File: config.mk
export PLATFORM = sky130hd
export DESIGN_NAME = mux_4_1_rr_arbiter
export DESIGN_NICKNAME = d
export VERILOG_FILES = /design/src/rtl/mux_4_1_rr_arbiter.sv
export SDC_FILE = /design/constraint.sdc
export NUM_CORES = 1
export LEC_CHECK = 0
export ABC_AREA = 1
export BUFFER_PORTS_ARGS = -buffer_cell sky130_fd_sc_hd__clkbuf_2
export CORE_ASPECT_RATIO = 1.2
export CORE_MARGIN = 2
export CORE_UTILIZATION = 46
export CTS_BUF_LIST = sky130_fd_sc_hd__clkbuf_4 sky130_fd_sc_hd__clkbuf_8 sky130_fd_sc_hd__clkbuf_16
export CTS_CLUSTER_SIZE = 12
export DETAILED_ROUTE_END_ITERATION = 8
export PLACE_DENSITY = 0.65
export SYNTH_ARGS = -nofsm -noshare
export SYNTH_HDL_FRONTEND = slang
export SYNTH_SLANG_ARGS = --single-unit
File: constraint.sdc
create_clock -name clk -period 2.1 [get_ports clk]
set_clock_uncertainty 0.05 [all_clocks]
set_input_delay 0.21 -clock clk [delete_from_list [all_inputs] [get_ports clk]]
set_output_delay 0.21 -clock clk [all_outputs]
set_load 0.05 [all_outputs]
File: src/rtl/mux_4_1_rr_arbiter.sv
// ============================================================================
// Module      : mux_4_1_rr_arbiter
// Description : Round-robin arbiter that owns the select of a 4:1 mux. It
//               grants one of four level-sensitive requesters at a time,
//               drives the mux select and a one-hot grant, and limits how
//               long one owner may hold the mux while others are waiting.
// Ports       : clk        - rising-edge clock
//               rst        - asynchronous active-high reset
//               req[3:0]   - request vector, one bit per requester
//               gnt[3:0]   - registered one-hot grant, zero when idle
//               sel[1:0]   - registered index of current/last owner (mux S)
//               gnt_valid  - registered, high whenever gnt is non-zero
// Revision    : 1.0 - initial release
// ============================================================================
`default_nettype none

module mux_4_1_rr_arbiter #(
    parameter int MAX_HOLD = 4,
    parameter int CNT_W    = 4
) (
    input  logic       clk,
    input  logic       rst,
    input  logic [3:0] req,
    output logic [3:0] gnt,
    output logic [1:0] sel,
    output logic       gnt_valid
);

    typedef enum logic [0:0] {
        IDLE  = 1'b0,
        GRANT = 1'b1
    } state_t;

    localparam logic [CNT_W-1:0] C_MAX_HOLD = CNT_W'(MAX_HOLD);
    localparam logic [CNT_W-1:0] C_ONE      = CNT_W'(1);

    state_t           state_q, state_d;
    logic [3:0]       gnt_q, gnt_d;
    logic [1:0]       sel_q, sel_d;
    logic             valid_q, valid_d;
    logic [1:0]       ptr_q, ptr_d;
    logic [CNT_W-1:0] cnt_q, cnt_d;

    logic             w_do_grant;
    logic [1:0]       w_grant_idx;
    logic [3:0]       w_others;

    // First set bit of r scanning upward from start with wrap 3->0. The scan
    // runs backwards and overwrites, so the candidate nearest start wins.
    function automatic logic [1:0] pick(input logic [1:0] start, input logic [3:0] r);
        logic [1:0] idx;
        logic [1:0] res;
        res = start;
        for (int k = 3; k >= 0; k--) begin
            idx = start + 2'(k);
            if (r[idx]) begin
                res = idx;
            end
        end
        return res;
    endfunction

    always_ff @(posedge clk or posedge rst) begin
        if (rst) begin
            state_q <= IDLE;
            gnt_q   <= 4'b0000;
            sel_q   <= 2'b00;
            valid_q <= 1'b0;
            ptr_q   <= 2'b00;
            cnt_q   <= '0;
        end else begin
            state_q <= state_d;
            gnt_q   <= gnt_d;
            sel_q   <= sel_d;
            valid_q <= valid_d;
            ptr_q   <= ptr_d;
            cnt_q   <= cnt_d;
        end
    end

    always_comb begin
        state_d     = state_q;
        gnt_d       = gnt_q;
        sel_d       = sel_q;
        valid_d     = valid_q;
        ptr_d       = ptr_q;
        cnt_d       = cnt_q;
        w_do_grant  = 1'b0;
        w_grant_idx = ptr_q;
        // Requests other than the current owner's (gnt_q is zero when idle).
        w_others    = req & ~gnt_q;

        case (state_q)
            IDLE: begin
                if (|req) begin
                    w_do_grant  = 1'b1;
                    w_grant_idx = pick(ptr_q, req);
                end
            end
            GRANT: begin
                if (!req[sel_q]) begin
                    if (|w_others) begin
                        // Owner released while others wait: hand over on
                        // this edge so the mux never sees an idle bubble.
                        w_do_grant  = 1'b1;
                        w_grant_idx = pick(sel_q + 2'd1, w_others);
                    end else begin
                        state_d = IDLE;
                        gnt_d   = 4'b0000;
                        valid_d = 1'b0;
                        cnt_d   = '0;
                    end
                end else if (cnt_q < C_MAX_HOLD) begin
                    cnt_d = cnt_q + C_ONE;
                end else if (|w_others) begin
                    w_do_grant  = 1'b1;
                    w_grant_idx = pick(sel_q + 2'd1, w_others);
                end
                // Otherwise the uncontested owner keeps the grant and the
                // counter stays saturated at the limit.
            end
            default: begin
                state_d = IDLE;
            end
        endcase

        if (w_do_grant) begin
            state_d = GRANT;
            gnt_d   = 4'b0001 << w_grant_idx;
            sel_d   = w_grant_idx;
            valid_d = 1'b1;
            cnt_d   = C_ONE;
            ptr_d   = w_grant_idx + 2'd1;
        end
    end

    assign gnt       = gnt_q;
    assign sel       = sel_q;
    assign gnt_valid = valid_q;

endmodule

`default_nettype wire

==> insert_results.sql <==
INSERT INTO impl_metrics (metric_group, metric, value, unit) VALUES
('outcome', 'run_status', 'complete, no violations', ''),
('timing', 'timing.setup.tns', '0', 'ns'),
('critical_path', 'cp.required', '2.25', 'ns'),
('layout', 'mostFrequentLayoutCell', 'sky130_fd_sc_hd__nand2_1', ''),
('synth', 'synth-seq-cells', '14', ''),
('synth', 'part_of_the_yosys_area_used_for_sequential_elements', '29.4', '%'),
('timing', 'fin_crit_sh', '92.2', '%'),
('placed_design', 'placed_cell_area', '1260', 'um2'),
('hold_path', 'timing.hold.worst.class', 'in -> reg', ''),
('global_route', 'initial_antenna_violation_count', '0', ''),
('timing', 'setup_violations', '0', ''),
('layout', 'diodes', '0', ''),
('detailed_routing', 'routed-via-count', '1191', ''),
('critical_path', 'r2r_cells', '12', ''),
('timing', 'grt_setup_unrepaired', 'false', ''),
('clock_tree', 'clkLatencyLatePin', '0.27', 'ns'),
('placed_design', 'hpwl', '2170', 'um'),
('placed_design', 'gpl.final_weighted_congestion', '0.828', ''),
('detailed_routing', 'drt.antenna.violating_nets', '0', ''),
('floorplanning', 'die_area', '3020', 'um2'),
('synth', 'synth_compound_gate_area_share', '11.4', '%'),
('clock_tree', 'clockRootBuffer', 'sky130_fd_sc_hd__clkbuf_4', ''),
('critical_path', 'cp_num_cells', '12', ''),
('critical_path', 'critPathMaxStageDelay', '0.57', 'ns'),
('synth', 'post_synth_and_or_nand_nor_area_fraction', '44.7', '%'),
('synth', 'syn_inst', '185', ''),
('timing', 'timing.final.hold_violations', '0', ''),
('global_route', 'first_global_vias', '1109', ''),
('synth', 'syn-num-nets', '192', ''),
('power', 'p_leak', '0.751', 'nW'),
('synth', 'average_instance_area_after_synthesis', '6.45', 'um2'),
('flow_run', 'max_cap_violations', '0', ''),
('critical_path', 'critPathCapture', 'gnt[1]$_DFFE_PP0P_', ''),
('power', 'max-vdd-ir-drop', '0.00106', 'V'),
('timing', 'fmax', '517', 'MHz'),
('floorplanning', 'rows', '20', ''),
('clock_tree', 'clock_tree.buffer_depth', '2', ''),
('synth', 'synthAdderAreaFrac', '1.05', '%'),
('synth', 'synth.mux.area_fraction', '0', '%'),
('critical_path', 'timing.rr.end', 'gnt[1]$_DFFE_PP0P_', ''),
('clock_tree', 'cts_max_level', '1', ''),
('synth', 'dominant_combinational_cell_family_by_area_after_synthesis', 'simple AND/OR/NAND/NOR gates', ''),
('critical_path', 'rrSetupSlack', '0.16', 'ns'),
('clock_tree', 'clock_buffer_count_from_cts', '3', ''),
('synth', 'synth_xor_area_share', '2.83', '%'),
('layout', 'layout-drive-gt1-share', '17.7', '%'),
('layout', 'fin_nets', '207', ''),
('detailed_routing', 'wire_per_inst', '11.8', 'um'),
('timing', 'drv_slew', '0', ''),
('global_route', 'grt_util_all_layers', '19.8', '%'),
('critical_path', 'crit_path_start_kind', 'register', ''),
('synth', 'ys.warnings.count', '0', ''),
('detailed_routing', 'initialDrtViolationCount', '34', ''),
('synth', 'syn_area', '1190', 'um2'),
('timing', 'worstMarginPinSlew', '0.529', 'ns'),
('critical_path', 'worstPathArrival', '2.08', 'ns'),
('global_route', 'grt_first_pass_wirelength', '4610', 'um'),
('critical_path', 'critPathMaxFanout', '8', ''),
('critical_path', 'critical_path.most_common_cell', 'sky130_fd_sc_hd__nand2_1', ''),
('global_route', 'global_route.overflow_total', '0', ''),
('floorplanning', 'boundaryPins', '13', ''),
('layout', 'areaGrowthSynthToFinish', '8.92', '%'),
('synth', 'synth.distinct_cells', '30', ''),
('floorplanning', 'die_x', '50.5', 'um'),
('floorplanning', 'die_height', '59.8', 'um'),
('layout', 'nFillCells', '272', ''),
('critical_path', 'endpoint_kind', 'register', ''),
('hold_path', 'worst_hold_startpoint', 'req[2]', ''),
('floorplanning', 'core_area', '2500', 'um2'),
('timing', 'max-slew-margin-rel', '64.7', '%'),
('power', 'power.density', '1850', 'nW/um2');
[what timing repair did]
action / CTS / global route
gates resized for setup: 0 / 2
setup buffers: 0 / 0
setup endpoints to repair: 0 / 10
hold buffers: 1 / 0
hold endpoints to repair: 14 / 0
[stage by stage]
step | utilization, % | hold slack (ns) | setup WS (ns) | power [mW] | instances
after floorplan | - | 0.0492 | 0.165 | 1.96 | 185
after global placement | 50.5 | 0.195 | 0.149 | 2.22 | 227
after detailed placement | 50.5 | 0.205 | 0.111 | 2.25 | 227
after CTS | 51.8 | 0.390 | 0.0926 | 2.41 | 231
after global routing | 51.9 | 0.432 | 0.00388 | 2.64 | 231
final | 51.9 | 0.397 | 0.164 | 2.41 | 231
[worst register-to-register path, cell delays in order (launching register included)]
cell and delay [ns]:
sky130_fd_sc_hd__dfrtp_1 0.57, sky130_fd_sc_hd__inv_2 0.12, sky130_fd_sc_hd__o211ai_1 0.17, sky130_fd_sc_hd__nand2_4 0.13, sky130_fd_sc_hd__nand2_2 0.13, sky130_fd_sc_hd__nand3_4 0.10, sky130_fd_sc_hd__nand2_1 0.09, sky130_fd_sc_hd__nand2_1 0.04
sky130_fd_sc_hd__o21ai_1 0.08, sky130_fd_sc_hd__nand2_1 0.12, sky130_fd_sc_hd__inv_1 0.10, sky130_fd_sc_hd__nand2_1 0.07, sky130_fd_sc_hd__o21ai_1 0.09
[final cells by class]
cell class | instances | area, um2 | share of cell area (%)
clock buffers | 3 | 22.5 | 1.73
inverters | 25 | 96.3 | 7.42
well taps | 33 | 41.3 | 3.18
flip-flops and latches | 14 | 353 | 27.2
multi-input cells | 143 | 716 | 55.1
repair buffers | 13 | 70.1 | 5.39
[synthesized netlist by cell type (all sizes together)]
library cell  number  share of area, %
xor2               2               2.1
o21ai             11               5.6
dfrtp             14                29
inv               25               8.1
xnor2              1              0.73
or2                1              0.52
ha                 1               1.0
nor3               1              0.42
o21bai             2               1.3
o211ai             2               1.7
a21oi              3               1.6
nand4              1              0.52
o2111ai            1              0.73
nand3             24                11
nand2             84                29
o21a               1              0.63
and3               2               1.0
nor2               6               1.9
buf                3               2.5
[state kept, by name, summed over array words and instances, names as in the netlist]
signal and flops:
gnt_valid 1, sel 2, gnt 4, ptr_q 2
cnt_q 4, state_q 1
[logic make-up after synthesis]
kind of cell / count (synthesis)
simple gates: 119
buf+inv: 28
compound gates: 20
flops: 14
xor+xnor: 3
fa+ha+maj: 1
[metal layers]
layer  global-route usage [%]  vias up  wire length, um
met3                     1.00        2               87
met5                        0        -                0
met2                     36.3       36             1410
met1                     24.4      534             1220
met4                     8.11        0               22
li1                         -      619                -
[how the worst min path moves through the flow]
stage                           endpoint  slack, ns
finish                 state_q$_DFF_PP0_       0.40
detailed placement    gnt[2]$_DFFE_PP0P_       0.21
global route           state_q$_DFF_PP0_       0.43
global placement      gnt[0]$_DFFE_PP0P_       0.20
CTS                    state_q$_DFF_PP0_       0.39
floorplan           cnt_q[0]$_DFFE_PP0P_       0.05
[power by group]
group,internal (mW),switching [mW],total (mW)
combinational,0.553,1.17,1.72
sequential,0.384,0.157,0.541
clock,0.0664,0.0792,0.146
total,1.00,1.40,2.41
Power figures use the tool's default switching activity.
